File: src/rtl/pcss_node_pkg.sv
// Shared definitions for the node controllers: FSM encodings, spike-code values
// and the per-axis coordinate width derived from the spike-id width.
package pcss_node_pkg;

    typedef enum logic [1:0] {
        ST_IDLE  = 2'd0,
        ST_RUN   = 2'd1,
        ST_CLEAR = 2'd2
    } scan_state_t;

    localparam logic [1:0] CODE_LIF      = 2'd0;
    localparam logic [1:0] CODE_COUNT    = 2'd1;
    localparam logic [1:0] CODE_POISSON  = 2'd2;
    localparam logic [1:0] CODE_RESERVED = 2'd3;

    // Spike ids are {z,y,x} with equal-width fields.
    function automatic int coord_width(input int sw);
        return sw / 3;
    endfunction

endpackage

File: src/rtl/tik_edge_sync.sv
// Brings the asynchronous tik strobe into the clk domain and flags its falling edge.
module tik_edge_sync #(
    parameter int SYNC = 3
) (
    input  logic clk,
    input  logic rst,
    input  logic tik,
    output logic tik_fall
);

    logic [SYNC-1:0] d_reg;

    always_ff @(posedge clk or posedge rst) begin
        if (rst) begin
            d_reg <= '0;
        end else begin
            d_reg <= {d_reg[SYNC-2:0], tik};
        end
    end

    // The two oldest stages are already metastability-free.
    assign tik_fall = d_reg[SYNC-1] & ~d_reg[SYNC-2];

endmodule

File: src/rtl/neu_scan_ctrl.sv
// Per-timestep neuron scan controller: walks every neuron once per tik fall with
// 3-D coordinate stepping, queues one early start, and runs the config-time clear sweep.
module neu_scan_ctrl
    import pcss_node_pkg::*;
#(
    parameter int NNW        = 12,
    parameter int SW         = 24,
    parameter int CODE_WIDTH = 2,
    parameter int SYNC       = 3,
    localparam int CW        = coord_width(SW)
) (
    input  logic                  clk,
    input  logic                  rst,
    input  logic                  tik,
    input  logic                  config_enable,
    input  logic                  config_clear,
    input  logic [CODE_WIDTH-1:0] spike_code,
    input  logic [NNW-1:0]        neu_num,
    input  logic [CW-1:0]         x_out,
    input  logic [CW-1:0]         y_out,
    input  logic [CW-1:0]         z_num,
    input  logic [CW-1:0]         x_start,
    input  logic [CW-1:0]         y_start,
    input  logic [CW-1:0]         z_start,
    input  logic                  neu_rdy,
    output logic                  neu_vld,
    output logic [NNW-1:0]        neu_addr,
    output logic [CODE_WIDTH-1:0] neu_mode,
    output logic                  neu_clear,
    output logic                  neu_last,
    output logic [SW-1:0]         neu_spkid,
    output logic                  scan_start,
    output logic                  scan_done,
    output logic                  clear_done,
    output logic                  tik_overrun,
    output logic                  busy
);

    localparam logic [CODE_WIDTH-1:0] CODE_RSVD = CODE_WIDTH'(CODE_RESERVED);

    scan_state_t           state_reg, state_next;
    logic [NNW-1:0]        addr_reg, addr_next;
    logic [CW-1:0]         x_reg, x_next;
    logic [CW-1:0]         y_reg, y_next;
    logic [CW-1:0]         z_reg, z_next;
    logic [CODE_WIDTH-1:0] mode_reg, mode_next;
    logic                  pend_reg, pend_next;
    logic                  scan_start_reg, scan_start_next;

    logic tik_fall;
    logic start;
    logic code_ok;
    logic at_last;

    tik_edge_sync #(.SYNC(SYNC)) u_tik_sync (
        .clk      (clk),
        .rst      (rst),
        .tik      (tik),
        .tik_fall (tik_fall)
    );

    assign start   = tik_fall & config_enable;
    assign code_ok = (spike_code != CODE_RSVD);
    assign at_last = (addr_reg == neu_num);

    always_ff @(posedge clk or posedge rst) begin
        if (rst) begin
            state_reg      <= ST_IDLE;
            addr_reg       <= '0;
            x_reg          <= '0;
            y_reg          <= '0;
            z_reg          <= '0;
            mode_reg       <= '0;
            pend_reg       <= 1'b0;
            scan_start_reg <= 1'b0;
        end else begin
            state_reg      <= state_next;
            addr_reg       <= addr_next;
            x_reg          <= x_next;
            y_reg          <= y_next;
            z_reg          <= z_next;
            mode_reg       <= mode_next;
            pend_reg       <= pend_next;
            scan_start_reg <= scan_start_next;
        end
    end

    always_comb begin
        state_next      = state_reg;
        addr_next       = addr_reg;
        x_next          = x_reg;
        y_next          = y_reg;
        z_next          = z_reg;
        mode_next       = mode_reg;
        pend_next       = pend_reg;
        scan_start_next = 1'b0;
        scan_done       = 1'b0;
        clear_done      = 1'b0;
        tik_overrun     = 1'b0;

        unique case (state_reg)
            ST_IDLE: begin
                if (start && code_ok) begin
                    state_next      = ST_RUN;
                    mode_next       = spike_code;
                    addr_next       = '0;
                    x_next          = '0;
                    y_next          = '0;
                    z_next          = '0;
                    pend_next       = 1'b0;
                    scan_start_next = 1'b1;
                end else if (!config_enable && config_clear) begin
                    state_next = ST_CLEAR;
                    addr_next  = '0;
                end
            end
            ST_RUN: begin
                if (!config_enable) begin
                    state_next = ST_IDLE;
                    pend_next  = 1'b0;
                    addr_next  = '0;
                    x_next     = '0;
                    y_next     = '0;
                    z_next     = '0;
                end else if (neu_rdy && at_last) begin
                    // A start landing on the final handshake counts as the queued one.
                    scan_done   = 1'b1;
                    tik_overrun = pend_reg & start;
                    pend_next   = 1'b0;
                    addr_next   = '0;
                    x_next      = '0;
                    y_next      = '0;
                    z_next      = '0;
                    if ((pend_reg || start) && code_ok) begin
                        mode_next       = spike_code;
                        scan_start_next = 1'b1;
                    end else begin
                        state_next = ST_IDLE;
                    end
                end else begin
                    if (neu_rdy) begin
                        addr_next = addr_reg + 1'b1;
                        if (x_reg < x_out) begin
                            x_next = x_reg + 1'b1;
                        end else if (y_reg < y_out) begin
                            x_next = '0;
                            y_next = y_reg + 1'b1;
                        end else if (z_reg < z_num) begin
                            x_next = '0;
                            y_next = '0;
                            z_next = z_reg + 1'b1;
                        end else begin
                            x_next = '0;
                            y_next = '0;
                            z_next = '0;
                        end
                    end
                    if (start) begin
                        if (pend_reg) begin
                            tik_overrun = 1'b1;
                        end else begin
                            pend_next = 1'b1;
                        end
                    end
                end
            end
            ST_CLEAR: begin
                if (at_last) begin
                    clear_done = 1'b1;
                    state_next = ST_IDLE;
                    addr_next  = '0;
                end else begin
                    addr_next = addr_reg + 1'b1;
                end
            end
            default: state_next = ST_IDLE;
        endcase
    end

    assign busy       = (state_reg != ST_IDLE);
    assign neu_vld    = busy;
    assign neu_clear  = (state_reg == ST_CLEAR);
    assign neu_last   = neu_vld & at_last;
    assign neu_addr   = addr_reg;
    assign neu_mode   = mode_reg;
    assign scan_start = scan_start_reg;
    assign neu_spkid  = (state_reg == ST_RUN) ?
                        {z_start + z_reg, y_start + y_reg, x_start + x_reg} : '0;

endmodule

File: config.mk
export PLATFORM = sky130hd
export DESIGN_NAME = neu_scan_ctrl
export DESIGN_NICKNAME = d
export VERILOG_FILES = /design/src/rtl/pcss_node_pkg.sv /design/src/rtl/tik_edge_sync.sv /design/src/rtl/neu_scan_ctrl.sv
export SDC_FILE = /design/constraint.sdc
export NUM_CORES = 1
export LEC_CHECK = 0
export ABC_AREA = 1
export BUFFER_PORTS_ARGS = -buffer_cell sky130_fd_sc_hd__buf_2
export CORE_ASPECT_RATIO = 0.8
export CORE_MARGIN = 5
export CORE_UTILIZATION = 57
export CTS_BUF_LIST = sky130_fd_sc_hd__clkbuf_8 sky130_fd_sc_hd__clkbuf_16
export DETAILED_ROUTE_END_ITERATION = 10
export GPL_TIMING_DRIVEN = 0
export PLACE_DENSITY = 0.86
export SETUP_SLACK_MARGIN = 0.1
export SLEW_MARGIN = 20
export SYNTH_ARGS = -nofsm -noshare
export SYNTH_HDL_FRONTEND = slang
export SYNTH_HIERARCHICAL = 1
export SYNTH_SLANG_ARGS = --single-unit
File: constraint.sdc
create_clock -name clk -period 5.7 [get_ports clk]
set_input_delay 1.14 -clock clk [delete_from_list [all_inputs] [get_ports clk]]
set_output_delay 1.14 -clock clk [all_outputs]
set_load 0.05 [all_outputs]
==> Yosys cells after proc, flatten, opt, wreduce, memory -nomap -nowiden <==
Cells that the tools add are included.
{ "word_totals": {"ff_bits": 45, "output_inout_bits": 46, "in_bits": 68, "elab_cells": 116} }
{ "classes": {"mux": 59, "n_addsub": 7, "bitwise_logic": 5, "reduce_logical": 17, "eq_ne": 16, "n_lt_le_gt_ge": 3} }
{ "op_table": {"columns": ["cell", "count"], "rows": [
  ["$mux 8", 16],
  ["$mux 12", 6],
  ["$pmux 8 s2", 3],
  ["$pmux 12 s3", 1],
  ["$add 8x1->8 const B", 3],
  ["$add 8x8->8", 3],
  ["$lt 8x8->1", 3],
  ["$mux 24", 1],
  ["$mux 2", 10],
  ["$mux 1", 18],
  ["$ne 4x4->1 const B", 4],
  ["$add 12x1->12 const B", 1],
  ["$eq 12x12->1", 1],
  ["$ne 2x2->1 const B", 5],
  ["$reduce_and 5->1", 2],
  ["$ne 3x3->1 const B", 3],
  ["$reduce_and 3->1", 3],
  ["$reduce_and 4->1", 2],
  ["$pmux 2 s3", 1],
  ["$and 1x1->1", 4],
  ["$logic_and 1x1->1", 4],
  ["$pmux 1 s2", 2],
  ["$pmux 2 s2", 1],
  ["$reduce_bool 2->1", 2],
  ["other kinds (8)", 8]
]} }

==> Depth between registers and ports, before layout <==
Gate-level depths: netlist of run 1.
{ "depth": {"word_depth": 9, "depth_mapped": 13, "mapped_depth_nobuf": 13} }

==> Cells and area by module <==
The synthesis of run 1 kept the hierarchy.
{ "by_module_without_submodules": {"columns": ["module", "seq_area_each_um2", "cells_each", "instances", "area_per_inst_um2"], "rows": [
  ["neu_scan_ctrl", 1051.0, 602, 1, 4112.7],
  ["tik_edge_sync", 75.1, 6, 1, 88.8]
]} }

==> Worst setup path after synthesis of run 1 <==
Ideal clock, no wire load.
{ "synth_path": {"path_kind": "input port to output port", "from": "input port z_start[0]", "to": "output port neu_spkid[22]", "arrival_ps": 2866, "setup_slack_ps": 1694, "required_ps": 4560, "path_buffers": 0, "stages": 9, "cell_sequence": "ha_1 fa_1 nand3_1 nand3_1 nand2_1 nand2_1 a21oi_1 xor2_1 nor2_1"} }
{ "synth_between": {"elab_chain_cells": 2} }
{ "synth_lines": {"columns": ["item", "line", "text"], "rows": [
  ["start: declaration", "neu_scan_ctrl.sv:24", "input logic [CW-1:0] z_start,"],
  ["$add 8x8->8", "neu_scan_ctrl.sv:188", "{z_start + z_reg, y_start + y_reg, x_start + x_reg} : '0;"],
  ["$mux 24", "neu_scan_ctrl.sv:187", "assign neu_spkid = (state_reg == ST_RUN) ?"],
  ["end: declaration", "neu_scan_ctrl.sv:31", "output logic [SW-1:0] neu_spkid,"]
]} }
No other way between the ends.

==> Worst setup path in the final report of run 1 <==
Ends and elaborated chain as after synthesis.

==> out/qor.yml, run 1 <==
status:
  outcome: "complete, no violations"
floorplan:
  row_count: 28
  core_area_sq_um: 7290
  die_y_microns: 86.8
  die_x_microns: 106
  die_area_sq_um: 9200
  initial_core_util: 0.577
  ios: 114
detailed_routing:
  wirelength_mm: 10.6
  route.vias.total: 4330
  via_per_inst: 5.28
  drt_iter0_markers: 192
  ant_nets: 0
  firstDrtPassIters: 5
  wl_per_cell_microns: 12.9
  drc: 0
critical_path:
  arrival_ps: 2820
  required_ps: 4560
  cp_top_family: "adder cells"
  critical_path_class: "in2out"
  worstPathCellList: "buf_2 -> ha_1 -> fa_1 -> nand3_1 -> nand3_1 -> nand2_1 -> nand2_1 -> a21oi_1 -> xor2_1 -> nor2_1 -> buf_2"
  reg2reg_depth: 10
  slowest_stage: "fa_1"
  startpoint: "z_start[0]"
  crit_fanout: 3
  r2r_start: "state_reg[1]"
  crit_cells: 11
  startpoint_type: "input pin"
  end_kind: "primary output"
  critPathBufInv: 2
  critical-path-max-stage-delay_ps: 420
layout:
  syn_to_final_growth_pct: 18.9
  largest_reg_flops: 12
  nets: 850
  fill_cells: 639
  final_cells: 820
  layout_commonest_cell: "nand2_1"
  layout_common_cells: "nand2_1 (179), buf_2 (115), inv_1 (87)"
  drive_gt1_frac: 0.204
  diodes: 0
power:
  clockPowerShare: 0.160
  p_comb_frac: 0.540
  p_seq_frac: 0.300
  powerDensity_nw_per_um2: 247
  p_sw_w: 0.000623
  p_sw_frac: 0.506
  ir_worst_vdd_mv: 0.316
  leakagePower_nw: 2.92
  power.internal_w: 0.000608
  power_w: 0.00123
clocking:
  path_clk_slew_ps: 80
  postCtsHoldBufs: 0
  cts_root_buf: "clkbuf_8"
  h-tree-depth: 2
  cts.path.max_buffers: 2
  insertion_delay_ps: 300
  clkSinkCount: 45
  post_cts_resized: 0
  cts_inserted_buffers: 5
  post_cts_buffers: 0
  cts_tree: "done"
logic_synthesis:
  synth_cells: 608
  syn-cell-area_sq_um: 4200
  yosys_warnings: 6
  synth.distinct_cells: 34
  seq_area_frac_synth: 0.268
  synth_nets: 729
  ys_seq_elements: 45
  avgSynthCellArea_sq_um: 6.91
grt:
  antenna_found_initial: 0
  grt_pass1_vias: 4035
  overflow: 0
  grt_pass1_wl_mm: 17.6
  grt_usage: 0.230
  grt_max_degree: 24
sta:
  report.final.slew_viol_count: 0
  fin_crit_ps: 3960
  max_slew.worst_pin.slew_ps: 606
  slew_headroom: 0.596
  post-route-period-util: 0.695
  fin_worst_skew_ps: 8.09
  hold_violations: 0
  setup_viol: 0
  grt_setup_unrepaired: "false"
  fin_setup_tns_ps: 0
  fmax_mhz: 252
  fin_ws_ps: 1740
placed_design:
  portBuffers: 113
  dp.cells: 812
  dp_hpwl_mm: 8.66
  pre_cts_slack_ps: 1750
  place_congestion: 0.879
job:
  drv_cap: 0
worst_hold_path:
  hold_depth: 0
  hp-class: "reg2reg"
  hold_start: "u_tik_sync/d_reg[0]"
[stage by stage]
| step | hold slack [ps] | util | cell area (sq um) |
|---|---|---|---|
| floorplan | 331 | - | 4200 |
| detailed placement | 336 | 0.673 | 4910 |
| CTS | 355 | 0.685 | 4990 |
| finish | 354 | 0.685 | 4990 |
| global route | 377 | 0.685 | 4990 |
| global placement | 334 | 0.670 | 4880 |
[power groups by stage]
stage	combinational, W	sequential, W	clock (W)
global placement	0.000641	0.000374	0
finish	0.000665	0.000370	0.000196
global route	0.000724	0.000375	0.000213
CTS	0.000664	0.000369	0.000201
floorplan	0.000458	0.000406	0
detailed placement	0.000660	0.000376	0
[area by class of cell]
type	count	area (sq um)	share of cell area
repair buffers	114	593	0.119
plain buffers	8	51.3	0.0103
clock inverters	3	17.5	0.00351
inverters	94	353	0.0707
flip-flops and latches	45	1130	0.226
clock buffers	5	68.8	0.0138
well taps	90	113	0.0226
multi-input cells	461	2670	0.535
[worst register-to-register path, stage by stage (launching register included)]
cell	delay [ps]
dfrtp_1	420
inv_1	90
ha_1	140
buf_2	170
nand2_1	120
nor2_1	240
nor2_1	70
nand2_1	210
inv_2	150
buf_2	220
a21oi_1	170
[final timing paths]
path                                        to  slack [ps]
min in group asynchronous  u_tik_sync/d_reg[0]         720
min reg2reg                u_tik_sync/d_reg[1]         350
max in group asynchronous          neu_addr[6]        4360
max reg2reg                        neu_addr[3]        3630
min                        u_tik_sync/d_reg[1]         350
max                              neu_spkid[22]        1740
[synthesized netlist by cell type]
cell type  instances  area, sq um
a211oi_1           4         30.0
a21boi_0           1         7.51
a21oi_1           50          250
a22oi_1            1         7.51
a31o_2             1         8.76
a31oi_1            1         6.26
buf_2              2         10.0
buf_4              3         22.5
buf_6              1         11.3
clkbuf_1           2         7.51
dfrtp_1           45         1130
fa_1               3         60.1
ha_1              50          626
inv_1             88          330
inv_2              6         22.5
nand2_1          179          672
nand2_4            1         11.3
nand3_1           23          115
nand3_2            2         20.0
nand3_4            2         35.0
nand4_1           10         62.6
nor2_1            48          180
nor2_2             3         18.8
nor2_4             2         22.5
nor2_8             1         20.0
nor3_1            15         75.1
o21a_1             2         15.0
o21ai_0           27          135
o21ai_1            2         10.0
o21ai_2            2         17.5
o21bai_1           1         7.51
o22ai_1            2         12.5
xnor2_1            8         70.1
xor2_1            20          175
[cells by family after synthesis]
logic type	Yosys count	synth area share
DFF	45	0.268
buffers and inverters	102	0.0962
AOI/OAI and AO/OA	94	0.121
and+or+nand+nor	286	0.293
xor gates and xnor gates	28	0.0584
adders and majority gates	53	0.163
[layer usage]
layer  track usage  wire [microns]  vias to the layer above
li1              -               -                     2196
met1         0.303            4830                     1974
met3        0.0395             689                       10
met5             0               0                        -
met4        0.0447              88                        0
met2         0.404            4980                      150
Power figures use the tool's default switching activity.
==> run 2, diff against run 1 <==
Settings changed: CORE_UTILIZATION 57 to 49, PLACE_DENSITY 0.86 to 0.78.
Clock period 5.7 ns to 3.2 ns, I/O delays scaled along.
==> run 2 against run 1 <==
Against the previous run:
- critical path depth shrank 1
- global-route usage shrank 2.9 points
- sequential power is 78% higher
- sequential cell count unchanged
- combinational power increased by 77%
- via count is 2.0% lower
- die area up 15%
- clock power increased by 80%
==> out/qor.yml, run 2 (synthesized netlist as in run 1, its figures left out) <==
critical_path:
  crit_fanout: 5  # was 3
  startpoint: "y_reg[0]"  # was z_start[0]
  cpMostUsedCell: "nand2_1"
  critical-path-max-stage-delay_ps: 450  # was 420 ps
  slowest_stage: "dfrtp_1"  # was fa_1
  startpoint_type: "flip-flop"  # was input pin
  required_ps: 2560  # was 4560 ps
  reg2reg_slack_ps: 1100  # was 3630 ps
  critical_path_class: "reg2out"  # was in2out
  arrival_ps: 2290  # was 2820 ps
  reg2reg_depth: 10  # unchanged
  r2r_end: "neu_addr[11]"  # was neu_addr[3]
  critPathBufInv: 1  # was 2
  r2r_start: "state_reg[1]"  # unchanged
  cp_top_family: "adder cells"  # unchanged
  worstPathCellList: "ha_1 -> fa_1 -> nand3_1 -> nand2_1 -> nand2_1 -> nand2_1 -> a21oi_1 -> xor2_1 -> nor2_1 -> buf_2"  # was buf_2 -> ha_1 -> fa_1 -> nand3_1 -> nand3_1 -> nand2_1 -> nand2_1 -> a21oi_1 -> xor2_1 -> nor2_1 -> buf_2
  end_kind: "primary output"  # unchanged
power:
  p_sw_frac: 0.498  # was 0.506
  p_seq_frac: 0.300  # about the same
  leakagePower_nw: 2.92  # about the same
  p_sw_w: 0.00109  # was 0.000623 W
  clockPowerShare: 0.160  # about the same
  p_comb_frac: 0.539  # was 0.540
  ir_worst_vdd_mv: 0.436  # was 0.316 mV
  power_w: 0.00219  # was 0.00123 W
  powerDensity_nw_per_um2: 437  # was 247 nW/um^2
  power.internal_w: 0.00110  # was 0.000608 W
layout:
  layout_common_cells: "nand2_1 (179), buf_2 (114), inv_1 (88)"  # was nand2_1 (179), buf_2 (115), inv_1 (87)
  fin_util: 0.598  # was 0.685
  diodes: 0  # unchanged
  largest_reg_flops: 12  # unchanged
  final_cells: 841  # was 820
  layout_commonest_cell: "nand2_1"  # unchanged
  syn_to_final_growth_pct: 19.6  # was 18.9%
  nets: 850  # unchanged
  drive_gt1_frac: 0.203  # was 0.204
sta:
  report.final.slew_viol_count: 0  # unchanged
  post-route-period-util: 0.915
  max_slew.worst_pin.slew_ps: 633  # was 606 ps
  fin_crit_ps: 2930
  fin_setup_tns_ps: 0  # unchanged
  hold_violations: 0  # unchanged
  fmax_mhz: 342
  setup_viol: 0  # unchanged
  grt_setup_unrepaired: "false"  # unchanged
  slew_headroom: 0.578  # was 0.596
  fin_worst_skew_ps: 5.36  # was 8.09 ps
detailed_routing:
  drc: 0  # unchanged
  route.vias.total: 4244  # was 4,330
  via_per_inst: 5.05  # was 5.28
  wl_per_cell_microns: 12.5  # was 12.9 microns
  wirelength_mm: 10.5  # was 10.6 mm
  drt_iter0_markers: 298  # was 192
  firstDrtPassIters: 5  # unchanged
  ant_nets: 0  # unchanged
job:
  drv_cap: 0  # unchanged
clocking:
  h-tree-depth: 2  # unchanged
  cts_root_buf: "clkbuf_8"  # unchanged
  cts.path.max_buffers: 2  # unchanged
  cts_inserted_buffers: 5  # unchanged
  postCtsHoldBufs: 0  # unchanged
  clkSinkCount: 45  # unchanged
  insertion_delay_ps: 290  # was 300 ps
  cts_tree: "done"  # unchanged
  path_clk_slew_ps: 80  # about the same
floorplan:
  initial_core_util: 0.500  # was 0.577
  core_area_sq_um: 8410  # was 7290 sq um
  row_count: 30  # was 28
  die_x_microns: 114  # was 106 microns
  die_y_microns: 92.8  # was 86.8 microns
  die_area_sq_um: 10500  # was 9200 sq um
  ios: 114  # unchanged
placed_design:
  dp.cells: 834  # was 812
  place_congestion: 0.919  # was 0.879
  portBuffers: 113  # unchanged
  dp_hpwl_mm: 8.64  # was 8.66 mm
grt:
  antenna_found_initial: 0  # unchanged
  grt_pass1_wl_mm: 17.7  # was 17.6 mm
  grt_usage: 0.201  # was 0.230
  grt_pass1_vias: 3917  # was 4,035
  grt_max_degree: 24  # unchanged
  overflow: 0  # unchanged
worst_hold_path:
  hp-class: "in2async"  # was reg2reg
status:
  outcome: "complete, no violations"  # unchanged
-- run 2: final cells by class --
class | count | area, sq um
clock buffer | 6 | 82.6
fill | 790 | 3380
sequential | 45 | 1130
tap | 112 | 140
inverter | 94 | 353
buffer | 8 | 51.3
clock inverter | 1 | 3.75
timing repair buffer | 114 | 596
multi-input combinational | 461 | 2670
-- run 2: what timing repair did --
| action | in CTS | in global routing |
|---|---|---|
| setup endpoints to repair | 0 | 1 |
| resized for setup | 0 | 3 |
| buffers inserted | 0 | 0 |
-- run 2: worst max path at each step --
| stage | to | depth (start not counted) | slack [ps] |
|---|---|---|---|
| detailed placement | neu_spkid[6] | 11 | 300 |
| CTS | neu_spkid[22] | 10 | 260 |
| floorplan | neu_spkid[22] | 9 | 190 |
| finish | neu_spkid[14] | 10 | 270 |
| global placement | neu_spkid[22] | 11 | 330 |
| global route | neu_spkid[14] | 10 | 120 |
-- run 2: metrics by stage --
step / worst slack, ps / hold WS, ps / instance area, sq um
final: 273 / 210 / 5020
after detailed placement: 299 / 346 / 4930
after floorplan: 194 / 331 / 4200
after global routing: 116 / 229 / 5020
after global placement: 327 / 333 / 4910
after CTS: 256 / 212 / 5020
-- run 2: per-layer routing --
layer | part of all wire | GRT usage | wire length, microns
met5 | 0 | 0 | 0
met4 | 0.0095 | 0.0440 | 100
met3 | 0.073 | 0.0366 | 773
met2 | 0.45 | 0.322 | 4780
met1 | 0.46 | 0.283 | 4870
-- run 2: worst reg2reg max path, stage by stage (launching register included) --
cell,delay [ps]
dfrtp_1,420
inv_1,110
ha_1,140
buf_2,180
nand2_1,120
nor2_1,250
nor2_1,70
nand2_1,220
inv_2,150
buf_2,220
a21oi_1,160
-- run 2: power by group through the flow --
stage | registers, W | logic (W) | clock network [W]
after floorplan | 0.000723 | 0.000815 | 0
after global placement | 0.000665 | 0.00115 | 0
after detailed placement | 0.000668 | 0.00118 | 0
after CTS | 0.000657 | 0.00119 | 0.000359
after global routing | 0.000667 | 0.00129 | 0.000385
final | 0.000659 | 0.00118 | 0.000352
